[config.mk]
export PLATFORM = sky130hd
export DESIGN_NAME = gpr_file
export DESIGN_NICKNAME = d
export VERILOG_FILES = /design/src/rtl/gpr_pkg.sv /design/src/rtl/gpr_read_port.sv /design/src/rtl/gpr_file.sv
export SDC_FILE = /design/constraint.sdc
export NUM_CORES = 1
export LEC_CHECK = 0
export CAP_MARGIN = 20
export CELL_PAD_IN_SITES_DETAIL_PLACEMENT = 2
export CELL_PAD_IN_SITES_GLOBAL_PLACEMENT = 2
export CORE_MARGIN = 1
export CORE_UTILIZATION = 41
export CTS_CLUSTER_DIAMETER = 50
export DETAILED_ROUTE_END_ITERATION = 6
export MAX_ROUTING_LAYER = met4
export PLACE_DENSITY = 0.86
export SLEW_MARGIN = 20
export SYNTH_ARGS = -nofsm -noshare
export SYNTH_HDL_FRONTEND = slang
export SYNTH_SLANG_ARGS = --single-unit
[constraint.sdc]
create_clock -name clk -period 3.53 [get_ports clk]
set_input_delay 0.706 -clock clk [delete_from_list [all_inputs] [get_ports clk]]
set_output_delay 0.706 -clock clk [all_outputs]
set_load 0.01 [all_outputs]
[src/rtl/gpr_pkg.sv]
// Shared defaults and bus FSM state encoding for the general-purpose register file.
package gpr_pkg;

  localparam int GPR_DATA_W = 16;
  localparam int GPR_ADDR_W = 16;
  localparam int GPR_DEPTH  = 8;

  typedef enum logic [1:0] {
    ST_IDLE   = 2'd0,
    ST_ACCESS = 2'd1,
    ST_DONE   = 2'd2
  } gpr_state_e;

endpackage

[src/rtl/gpr_read_port.sv]
// Registered register-file read port: index mux with range check and write bypass.
// Latency 1 cycle; no backpressure, a new index is accepted every cycle.
module gpr_read_port
  import gpr_pkg::*;
#(
  parameter int DATA_WIDTH = GPR_DATA_W,
  parameter int DEPTH      = GPR_DEPTH
) (
  input  logic                          clk,
  input  logic                          rst_n,
  input  logic [$clog2(DEPTH)-1:0]      rd_idx,
  input  logic [DEPTH*DATA_WIDTH-1:0]   regs_flat,
  input  logic                          byp_vld,
  input  logic [$clog2(DEPTH)-1:0]      byp_idx,
  input  logic [DATA_WIDTH-1:0]         byp_dat,
  output logic [DATA_WIDTH-1:0]         rd_dat
);

  localparam int IDX_W = $clog2(DEPTH);

  logic [DATA_WIDTH-1:0] rd_dat_d;
  logic [DATA_WIDTH-1:0] rd_dat_q;

  // Only indices below DEPTH match an entry, so anything else reads as zero.
  always_comb begin
    rd_dat_d = '0;
    for (int i = 0; i < DEPTH; i++) begin
      if (rd_idx == IDX_W'(i)) begin
        rd_dat_d = regs_flat[i*DATA_WIDTH +: DATA_WIDTH];
      end
    end
    if (byp_vld && (byp_idx == rd_idx)) begin
      rd_dat_d = byp_dat;
    end
  end

  always_ff @(posedge clk or negedge rst_n) begin
    if (!rst_n) begin
      rd_dat_q <= '0;
    end else begin
      rd_dat_q <= rd_dat_d;
    end
  end

  assign rd_dat = rd_dat_q;

endmodule

[src/rtl/gpr_file.sv]
// Register file with a handshaked bus port (IDLE->ACCESS->DONE) and two registered read ports.
// Bus: rdy low for the single ACCESS cycle, DONE held while cs stays high; ports 1-cycle latency. Define GPR_BYPASS_EN to forward bus writes to the ports.
module gpr_file
  import gpr_pkg::*;
#(
  parameter int DATA_WIDTH = GPR_DATA_W,
  parameter int ADDR_WIDTH = GPR_ADDR_W,
  parameter int DEPTH      = GPR_DEPTH
) (
  input  logic                      clk,
  input  logic                      rst_n,
  input  logic                      cs,
  input  logic                      read,
  input  logic [ADDR_WIDTH-1:0]     address,
  input  logic [DATA_WIDTH-1:0]     wdata,
  output logic [DATA_WIDTH-1:0]     rdata,
  output logic                      rdy,
  output logic                      err,
  input  logic [$clog2(DEPTH)-1:0]  ra_addr,
  input  logic [$clog2(DEPTH)-1:0]  rb_addr,
  output logic [DATA_WIDTH-1:0]     ra_data,
  output logic [DATA_WIDTH-1:0]     rb_data
);

  localparam int IDX_W = $clog2(DEPTH);
  localparam logic [ADDR_WIDTH-1:0] DEPTH_A = ADDR_WIDTH'(DEPTH);

  gpr_state_e             state_q, state_d;
  logic                   read_q, read_d;
  logic [ADDR_WIDTH-1:0]  addr_q, addr_d;
  logic [DATA_WIDTH-1:0]  wdata_q, wdata_d;
  logic [DATA_WIDTH-1:0]  rdata_q, rdata_d;
  logic                   err_q, err_d;
  logic [DATA_WIDTH-1:0]  gpr_q [DEPTH];
  logic [DATA_WIDTH-1:0]  gpr_d [DEPTH];

  logic                   in_range;
  logic [IDX_W-1:0]       idx;
  logic                   wr_commit;
  logic                   byp_vld;
  logic [DEPTH*DATA_WIDTH-1:0] gpr_flat;

  // The full latched address is compared, so high address bits make a transfer out of range.
  assign in_range  = (addr_q < DEPTH_A);
  assign idx       = addr_q[IDX_W-1:0];
  assign wr_commit = (state_q == ST_ACCESS) && !read_q && in_range;

`ifdef GPR_BYPASS_EN
  assign byp_vld = wr_commit;
`else
  assign byp_vld = 1'b0;
`endif

  always_ff @(posedge clk or negedge rst_n) begin
    if (!rst_n) begin
      state_q <= ST_IDLE;
    end else begin
      state_q <= state_d;
    end
  end

  always_comb begin
    state_d = state_q;
    case (state_q)
      ST_IDLE:   if (cs) state_d = ST_ACCESS;
      ST_ACCESS: state_d = ST_DONE;
      ST_DONE:   if (!cs) state_d = ST_IDLE;
      default:   state_d = ST_IDLE;
    endcase
  end

  always_comb begin
    rdy = 1'b1;
    if (state_q == ST_ACCESS) rdy = 1'b0;
  end

  // Request fields are captured only in IDLE; later bus changes are ignored until the next IDLE.
  always_comb begin
    read_d  = read_q;
    addr_d  = addr_q;
    wdata_d = wdata_q;
    rdata_d = rdata_q;
    err_d   = err_q;
    gpr_d   = gpr_q;
    case (state_q)
      ST_IDLE: begin
        if (cs) begin
          read_d  = read;
          addr_d  = address;
          wdata_d = wdata;
        end
      end
      ST_ACCESS: begin
        err_d = !in_range;
        if (!in_range) begin
          rdata_d = '0;
        end else if (read_q) begin
          rdata_d = gpr_q[idx];
        end
        if (wr_commit) gpr_d[idx] = wdata_q;
      end
      ST_DONE: begin
        if (!cs) err_d = 1'b0;
      end
      default: ;
    endcase
  end

  always_ff @(posedge clk or negedge rst_n) begin
    if (!rst_n) begin
      read_q  <= 1'b0;
      addr_q  <= '0;
      wdata_q <= '0;
      rdata_q <= '0;
      err_q   <= 1'b0;
      for (int i = 0; i < DEPTH; i++) gpr_q[i] <= '0;
    end else begin
      read_q  <= read_d;
      addr_q  <= addr_d;
      wdata_q <= wdata_d;
      rdata_q <= rdata_d;
      err_q   <= err_d;
      gpr_q   <= gpr_d;
    end
  end

  always_comb begin
    gpr_flat = '0;
    for (int i = 0; i < DEPTH; i++) gpr_flat[i*DATA_WIDTH +: DATA_WIDTH] = gpr_q[i];
  end

  gpr_read_port #(.DATA_WIDTH(DATA_WIDTH), .DEPTH(DEPTH)) u_port_a (
    .clk       (clk),
    .rst_n     (rst_n),
    .rd_idx    (ra_addr),
    .regs_flat (gpr_flat),
    .byp_vld   (byp_vld),
    .byp_idx   (idx),
    .byp_dat   (wdata_q),
    .rd_dat    (ra_data)
  );

  gpr_read_port #(.DATA_WIDTH(DATA_WIDTH), .DEPTH(DEPTH)) u_port_b (
    .clk       (clk),
    .rst_n     (rst_n),
    .rd_idx    (rb_addr),
    .regs_flat (gpr_flat),
    .byp_vld   (byp_vld),
    .byp_idx   (idx),
    .byp_dat   (wdata_q),
    .rd_dat    (rb_data)
  );

  assign rdata = rdata_q;
  assign err   = err_q;

endmodule
==> run metrics, run 1 <==
P_int 0.00507 W; combinational power share 20.4%; Initial Util 41.7%; Tot Pwr 0.00761 W; Rows 59; IO Pins 92; pre-CTS WS 0.770 ns; clk sinks 212; most frequent cells in the layout 211 x dfrtp_1, 165 x mux2_2, 87 x clkdlybuf4s50_1; fin crit share 77.4%; CP Class reg2reg; ys flop type dfrtp_1; YS warnings 0; Hold Slack 0.175 ns; Clock transition at path regs 0.06 ns; CTS tree built; sw frac 33.4%; clock power share 38.3%; I/O Buffers 91; CP dominant cell by count or4_4; Peak VDD IR 0.325 mV; sequential share of the synthesized area 48.8%; register area 0.00531 mm^2; crit path time final 2.73 ns; Pre-antenna DRT Iters 5; CP delay by family, top simple AND/OR/NAND/NOR gates; HP Class in2async; initial antenna violation count 1; Critical Path, Cell by Cell or4_4 > or4_4 > or4_4 > mux2_2; RSZ-0062 raised after global routing false; final hold vios 0; Critical Path Start Type flop; pwr dens 578 mW/mm^2; final setup margin 0.799 ns; Psw 0.00254 W; WL/cell 32.4 um; clock buffer depth 3; setup_tns 0 ns; crit path max fanout 16; Critical Path End Type flop; Final Max Slew Viols 0; GP Congestion 0.832; commonest non-fill, non-tap cell in the layout dfrtp_1; Core Util, Final 50.5%; global-route wire length before repair 62.9 mm; area delta synth->final 21.1%; largest net degree at the start of global routing 93; CTS buffer count 28; ANT nets after route 0; Crit-path slowest cell or4_4; number of enable flip-flop cells after synthesis 0; CP Buf/Inv Count 0; Layout Skew 0.0219 ns; fill cell total of the finished layout 2429; worst skew pair latency 0.56 ns; critical path's largest stage delay 0.67 ns; Layout Nets 976; slew margin rel. 47.7%; Die Area 0.0272 mm^2; via count 8252; share of cells above drive strength 1 33.9%; Async SR Flop Fraction 100%; H-Tree Depth 1; Post-CTS Resized 0; vias in the first global route 9340; hold-fix buffers at CTS 0; Max Clock Freq 366 MHz; Starting DRT DRC Count 566; Finish-stage setup viols 0; Mapped Area 0.0109 mm^2; hpwl dp 24.3 mm; DIE WIDTH 165 um; Total GRT Usage 32.7%; CP Data Arrival Time 3.15 ns; Max Cap Viol 0; average instance area after synthesis 12.8 um^2; grt total ovfl 0; Worst Path Required 3.95 ns; Die Y 165 um; core area 0.0261 mm^2; sequential power share 41.3%; area of the multi-input gates 0.00524 mm^2; P_leak 5.94 nW; Post-Synthesis Cells 846; via/cell ratio 6.39; synth unique cells 55; Seq cells post-synth 212; number of remaining DRC errors 0; WL final 41.9 mm; worst-margin pin slew 0.785 ns; post-synthesis net count 888; status finished, final reports clean; setup bufs post-CTS 0; Root Buffer clkbuf_16
==> cells in the mapped netlist, types with 3 or more instances <==
master / number / area share [%]
clkbuf_1: 49 / 1.7
o211ai_1: 8 / 0.55
buf_1: 11 / 0.38
nor4_4: 3 / 0.59
nor2b_1: 12 / 0.69
or4_4: 3 / 0.31
nor2_1: 21 / 0.73
nand3_1: 3 / 0.14
mux2i_1: 55 / 5.1
a22o_1: 10 / 0.81
a211oi_1: 7 / 0.48
o21ai_0: 45 / 2.1
o221ai_1: 8 / 0.64
o22ai_1: 18 / 1.0
nor3_1: 4 / 0.18
inv_1: 8 / 0.28
buf_2: 6 / 0.28
o2bb2ai_1: 24 / 1.9
o31ai_1: 3 / 0.21
dfrtp_1: 212 / 49
or2_2: 5 / 0.29
a21oi_1: 19 / 0.87
o221a_2: 7 / 0.73
nand2_1: 41 / 1.4
nand2b_1: 10 / 0.58
a22oi_1: 4 / 0.28
nand3b_1: 4 / 0.28
mux2_4: 10 / 1.4
mux2_2: 165 / 17
a2bb2oi_1: 7 / 0.56
mux4_2: 34 / 7.0
nor3b_1: 3 / 0.21
==> sequential cells by signal, summed over array words and instances (netlist names) <==
| name | count |
|---|---|
| u_port_b.rd_dat | 16 |
| gpr_flat | 128 |
| read_q | 1 |
| u_port_a.rd_dat | 16 |
| addr_q | 16 |
| rdata | 16 |
| err | 1 |
| state_q | 2 |
| wdata_q | 16 |
==> power by group through the flow <==
stage | clock [W] | combinational, W | sequential [W]
after floorplan | 0 | 0.00103 | 0.00290
final | 0.00291 | 0.00155 | 0.00314
after CTS | 0.00293 | 0.00155 | 0.00313
after global placement | 0 | 0.00141 | 0.00311
after global routing | 0.00301 | 0.00163 | 0.00317
after detailed placement | 0 | 0.00148 | 0.00315
==> layer usage <==
metal / wire, um / GRT usage [%] / up-vias
li1: - / - / 3369
met1: 17000 / 40.3 / 4419
met2: 20700 / 53.5 / 353
met3: 2460 / 5.05 / 111
met4: 1730 / 14.1 / 0
met5: 0 / - / -
==> worst register-to-register path: stages (launching register included) <==
cell and delay, ns:
dfrtp_1 0.39, or4_4 0.58, or4_4 0.58, or4_4 0.67
mux2_2 0.38
==> cell type report <==
cell class	instances	area share, %
inverter	9	0.257
sequential	212	40.3
clock buffer	37	6.05
multi-input combinational	556	39.8
antenna	1	0.0190
timing repair buffer	127	9.28
clock inverter	14	1.08
tap	335	3.19
==> per-stage QoR <==
step	instances	cell area, um^2
2_1_floorplan	846	10900
3_5_place_dp	1239	12200
5_1_grt	1291	13200
3_3_place_gp	1239	12200
6_report	1291	13200
4_1_cts	1290	13200
==> kinds of logic (layout without fill, tap and decap cells) <==
family / count (synthesis) / in the layout / share of synthesized area (%)
simple gates: 123 / 123 / 6.61
mux: 265 / 265 / 30.7
buf+inv: 78 / 187 / 3.05
compound gates: 168 / 168 / 10.8
flops: 212 / 212 / 48.8
other cells: 0 / 1 / 0
==> path summary, 6_finish.rpt <==
kind,startpoint,to,slack (ns),depth (start not counted)
min in group clk,rdata[4],rdata[4],0.49,1
max in group asynchronous,rst_n,rdata[12],2.50,2
worst max register to register,addr_q[11],gpr_flat[113],0.80,4
worst min register to register,rdata[4],rdata[4],0.49,1
worst max-delay path,addr_q[11],gpr_flat[113],0.80,4
worst min-delay path,rst_n,rdata[4],0.17,1
(Power assumes the default switching activity.)
==> run 2: changes to the inputs <==
clock period = 2.6 ns   (was 3.53 ns; I/O delays follow)
==> run 2 against run 1 <==
  * The run now ends with hold timing, setup timing left
  * Worst setup slack lost 0.85 ns
  * Core utilization grew 1.3 points
  * Sequential cell count is the same
  * Combinational power grew 55%
  * Non-clock buffer count grew 29
  * First-iteration DRC count grew 13%
  * Cell area grew 2.5%
  * Sequential share of layout area shrank 0.99 points
  * Clock power grew 26%
  * Power grew 35%
  * Die area is the same
  * Critical path depth grew 3
  * Critical endpoint is now gpr_flat[102]
  * Largest power group unchanged
==> run metrics, run 2 (same netlist as run 1, synthesis figures left out) <==
Max Clock Freq 377 MHz; CTS buffer count 27; status finished with violations; Design Area, Final 0.0135 mm^2; P_int 0.00678 W; Pre-antenna DRT Iters 4; Max Cap Viol 0; pwr dens 763 mW/mm^2; area delta synth->final 24.1%; GP Congestion 0.824; critical path's largest stage delay 0.55 ns; Total GRT Usage 35.1%; CP delay by family, top simple AND/OR/NAND/NOR gates; commonest non-fill, non-tap cell in the layout dfrtp_1; WL final 44.8 mm; worst skew pair latency 0.54 ns; fin crit share 102%; clock buffer depth 3; Psw 0.00351 W; WL/cell 34.0 um; Final Max Slew Viols 0; Initial Util 41.7%; RSZ-0062 raised after global routing true; Ant. Diodes 0; via count 8560; Worst R2R Path Depth 7; most frequent cells in the layout 211 x dfrtp_1, 157 x mux2_2, 87 x clkdlybuf4s50_1; violated checks hold timing, setup timing; Layout Nets 1004; Clock transition at path regs 0.06 ns; R2R setup slack -0.05 ns; ANT nets after route 0; Layout Skew 0.0190 ns; fill cell total of the finished layout 2419; crit path max fanout 8; final setup margin -0.0542 ns; Worst R2R Start addr_q[12]; Root Buffer clkbuf_16; grt total ovfl 0; global-route wire length before repair 67.0 mm; Die Area 0.0272 mm^2; combinational power share 23.3%; Tot Pwr 0.0103 W; Critical Path End Type flop; H-Tree Depth 1; pre-CTS WS -0.00254 ns; sw frac 34.1%; clk sinks 212; Crit-path slowest cell or4_4; vias in the first global route 9741; HP Class in2async; Critical Path Start Type flop; clock power share 35.7%; I/O Buffers 91; Die Y 165 um; CTS tree built; Peak VDD IR 0.508 mV; sequential power share 40.9%; initial antenna violation count 0; CP dominant cell by count or4_4; Rows 59; core area 0.0261 mm^2; slew margin rel. 48.7%; DIE WIDTH 165 um; Starting DRT DRC Count 638; Largest register FFs 128; CP Data Arrival Time 3.06 ns; CP Class reg2reg; number of remaining DRC errors 0; final hold vios 11; Finish-stage setup viols 12; IO Pins 92; worst-margin pin slew 0.770 ns; crit path time final 2.65 ns; P_leak 6.12 nW; via/cell ratio 6.50; hold-fix buffers at CTS 0; reg2reg end gpr_flat[102]; Critical Path, Cell by Cell or4_4 > or4_4 > buf_6 > nor4_4 > buf_4 > clkbuf_16 > mux2_2; Worst Path Required 3.01 ns; Hold Slack -0.0192 ns; CP Buf/Inv Count 3; hpwl dp 26.1 mm; placed instance area 0.0125 mm^2; largest net degree at the start of global routing 76; share of cells above drive strength 1 35.7%
-- run 2: changes by cell type in the layout (fill, tap and decap cells not counted), moves of 3 or more --
| cell | previous run | this run |
|---|---|---|
| buf_12 | 4 | 15 |
| clkinvlp_4 | 3 | 0 |
| mux2_2 | 165 | 157 |
| buf_4 | 32 | 48 |
| mux2_4 | 10 | 18 |
| clkbuf_8 | 4 | 9 |
-- run 2: power by group through the flow --
stage | Combinational, W | Clock, W | Sequential, W
after floorplan | 0.00140 | 0 | 0.00394
after global placement | 0.00210 | 0 | 0.00417
after detailed placement | 0.00222 | 0 | 0.00422
after CTS | 0.00235 | 0.00371 | 0.00418
after global routing | 0.00248 | 0.00382 | 0.00426
final | 0.00240 | 0.00368 | 0.00422
-- run 2: worst max-delay path by stage --
stage,start,to,slack [ns],cells past startpoint
finish,addr_q[12],gpr_flat[102],-0.05,7
global route,addr_q[12],gpr_flat[102],-0.07,7
CTS,addr_q[15],gpr_flat[96],-0.02,6
detailed placement,rb_addr[1],u_port_b.rd_dat[10],-0.003,6
global placement,addr_q[15],gpr_flat[126],0.09,4
floorplan,addr_q[15],gpr_flat[117],-0.03,7
-- run 2: what timing repair did --
action / CTS / global route
pin swaps: 0 / 1
endpoints found under the setup margin: 25 / 50
cloned: 1 / 0
resized for setup: 2 / 8
setup buffers: 3 / 3
-- run 2: per-stage QoR --
| step | TNS, ns | util, % | cells |
|---|---|---|---|
| detailed placement | -0.00254 | 48.0 | 1261 |
| global route | -0.627 | 51.8 | 1316 |
| finish | -0.287 | 51.8 | 1316 |
| CTS | -0.0609 | 51.6 | 1313 |
| global placement | 0 | 48.0 | 1261 |
| floorplan | -0.267 | - | 846 |
-- run 2: final cells by class --
class | instances | area, um^2 | area share, %
inverters | 9 | 33.8 | 0.250
multi-input cells | 556 | 5270 | 39.1
repair buffers | 156 | 1600 | 11.8
flip-flops and latches | 212 | 5310 | 39.3
clock buffers | 41 | 818 | 6.07
well taps | 335 | 419 | 3.11
clock inverters | 7 | 42.5 | 0.315
-- run 2: worst reg2reg max path, stage by stage (launching register included) --
cell,delay [ns]
dfrtp_1,0.39
or4_4,0.56
or4_4,0.54
buf_6,0.17
nor4_4,0.16
buf_4,0.17
clkbuf_16,0.18
mux2_2,0.36
-- run 2: per-layer routing --
| layer | up-vias | track usage (%) | wire, um |
|---|---|---|---|
| met5 | - | - | 0 |
| met4 | 0 | 18.6 | 2640 |
| met3 | 172 | 5.83 | 2600 |
| met2 | 403 | 57.7 | 22300 |
| met1 | 4550 | 41.4 | 17200 |
| li1 | 3435 | - | - |
==> run 3: changes to the inputs <==
CTS_BUF_LIST = sky130_fd_sc_hd__clkbuf_16   (was not set)
==> run 3 against run 2 <==
  * The run still ends with hold timing, setup timing left
  * Clock power down 8.2%
  * Core utilization is 0.45 points lower
  * Final cell count about the same
  * Power shrank 3.1%
  * Non-clock buffer count stayed put
  * Global-route usage down 1.4 points
  * Sequential power barely moved
  * Sequential share of layout area rose by 0.35 points
  * Clock skew rose by 0.0012 ns
  * Sequential cell count did not move
  * Largest cell class unchanged
==> run metrics, run 3 (same netlist as run 1, synthesis figures left out) <==
status finished with violations; Max Clock Freq 380 MHz; Critical Path, Cell by Cell or4_4 > or4_4 > buf_6 > nor4_4 > buf_12 > mux2_2; hpwl dp 26.1 mm; WL final 43.9 mm; slew margin rel. 49.1%; Initial Util 41.7%; Critical Path Start Type flop; CTS buffer count 27; via/cell ratio 6.47; Rows 59; Critical Path End Type flop; fin crit share 101%; final hold vios 6; Layout Skew 0.0202 ns; crit path time final 2.63 ns; Die Area 0.0272 mm^2; GP Congestion 0.824; grt total ovfl 0; H-Tree Depth 1; fill cell total of the finished layout 2413; IO Pins 92; Worst R2R Path Depth 6; Worst Path Required 3.00 ns; HP Class in2async; Starting DRT DRC Count 650; core area 0.0261 mm^2; CP delay by family, top simple AND/OR/NAND/NOR gates; P_leak 6.09 nW; CP Data Arrival Time 3.03 ns; Worst R2R Start addr_q[15]; pwr dens 746 mW/mm^2; Crit-path slowest cell or4_4; Largest register FFs 128; crit path max fanout 16; CP Buf/Inv Count 2; R2R setup slack -0.03 ns; Layout Nets 1004; DIE WIDTH 165 um; CP Class reg2reg; Clock transition at path regs 0.06 ns; clk sinks 212; violated checks hold timing, setup timing; worst-margin pin slew 0.763 ns; pre-CTS WS -0.00254 ns; Total GRT Usage 33.7%; CP Launch Point addr_q[15]; setup_tns -0.0638 ns; Root Buffer clkbuf_16; Max Cap Viol 0; WL/cell 33.4 um; final setup margin -0.0320 ns; reg2reg end gpr_flat[66]; Hold Slack -0.0110 ns; clock buffer depth 3; commonest non-fill, non-tap cell in the layout dfrtp_1; number of remaining DRC errors 0; Die Y 165 um; area delta synth->final 23.0%; Core Util, Final 51.3%; Pre-antenna DRT Iters 5; CTS tree built; vias in the first global route 9664; Final Max Slew Viols 0; critical path's largest stage delay 0.55 ns; share of cells above drive strength 1 34.8%; most frequent cells in the layout 211 x dfrtp_1, 165 x mux2_2, 87 x clkdlybuf4s50_1; largest net degree at the start of global routing 76; I/O Buffers 91; Levels on crit path 6; worst skew pair latency 0.54 ns; global-route wire length before repair 64.8 mm; Finish-stage setup viols 5; Peak VDD IR 0.501 mV; ANT nets after route 0; initial antenna violation count 1; CP dominant cell by count or4_4; via count 8525
==> run 3: cell count changes in the layout (fill, tap and decap cells not counted), sizes merged <==
| cell | before | now |
|---|---|---|
| inv | 10 | 15 |
| diode | 0 | 1 |
| clkbuf | 42 | 28 |
| clkinv | 6 | 15 |
==> run 3: how the worst max path moves through the flow <==
stage / to / slack, ns
floorplan: gpr_flat[117] / -0.03
global placement: gpr_flat[126] / 0.09
detailed placement: u_port_b.rd_dat[10] / -0.003
CTS: gpr_flat[109] / 0.01
global route: gpr_flat[97] / -0.06
finish: gpr_flat[66] / -0.03
==> run 3: area by class of cell <==
type	instances	area [um^2]	area share (%)
flip-flops and latches	212	5310	39.7
clock buffers	27	676	5.05
inverters	9	33.8	0.253
well taps	335	419	3.13
clock inverters	21	95.1	0.711
repair buffers	156	1600	11.9
diodes	1	2.50	0.0187
multi-input cells	556	5240	39.2
==> run 3: timing repair <==
item                       CTS  global route
pin swaps                    0             0
setup buffers                3             3
hold buffers                 0             0
gates cloned                 1             0
gates resized for setup      0             2
setup endpoints to repair   32            40
==> run 3: power breakdown <==
group          leakage [nW]  internal, W  switching [W]
Combinational          2.83      0.00102        0.00137
Clock                 0.402      0.00187        0.00151
Sequential             2.86      0.00361       0.000605
==> run 3: through the flow <==
| stage | area, um^2 | std cells | power, W | hold WS, ns |
|---|---|---|---|---|
| 4_1_cts | 13300 | 1313 | 0.00992 | 0.0176 |
| 3_5_place_dp | 12500 | 1261 | 0.00644 | 0.481 |
| 2_1_floorplan | 10900 | 846 | 0.00534 | 0.224 |
| 6_report | 13400 | 1317 | 0.00998 | -0.0110 |
| 5_1_grt | 13400 | 1317 | 0.0103 | 0.0114 |
| 3_3_place_gp | 12500 | 1261 | 0.00627 | 0.478 |
==> run 3: routing by layer <==
metal	track usage [%]	wire [um]	up-vias
met5	-	0	-
met1	40.7	16900	4491
met2	55.3	22000	444
met3	5.15	2760	156
met4	16.2	2250	0
li1	-	-	3434
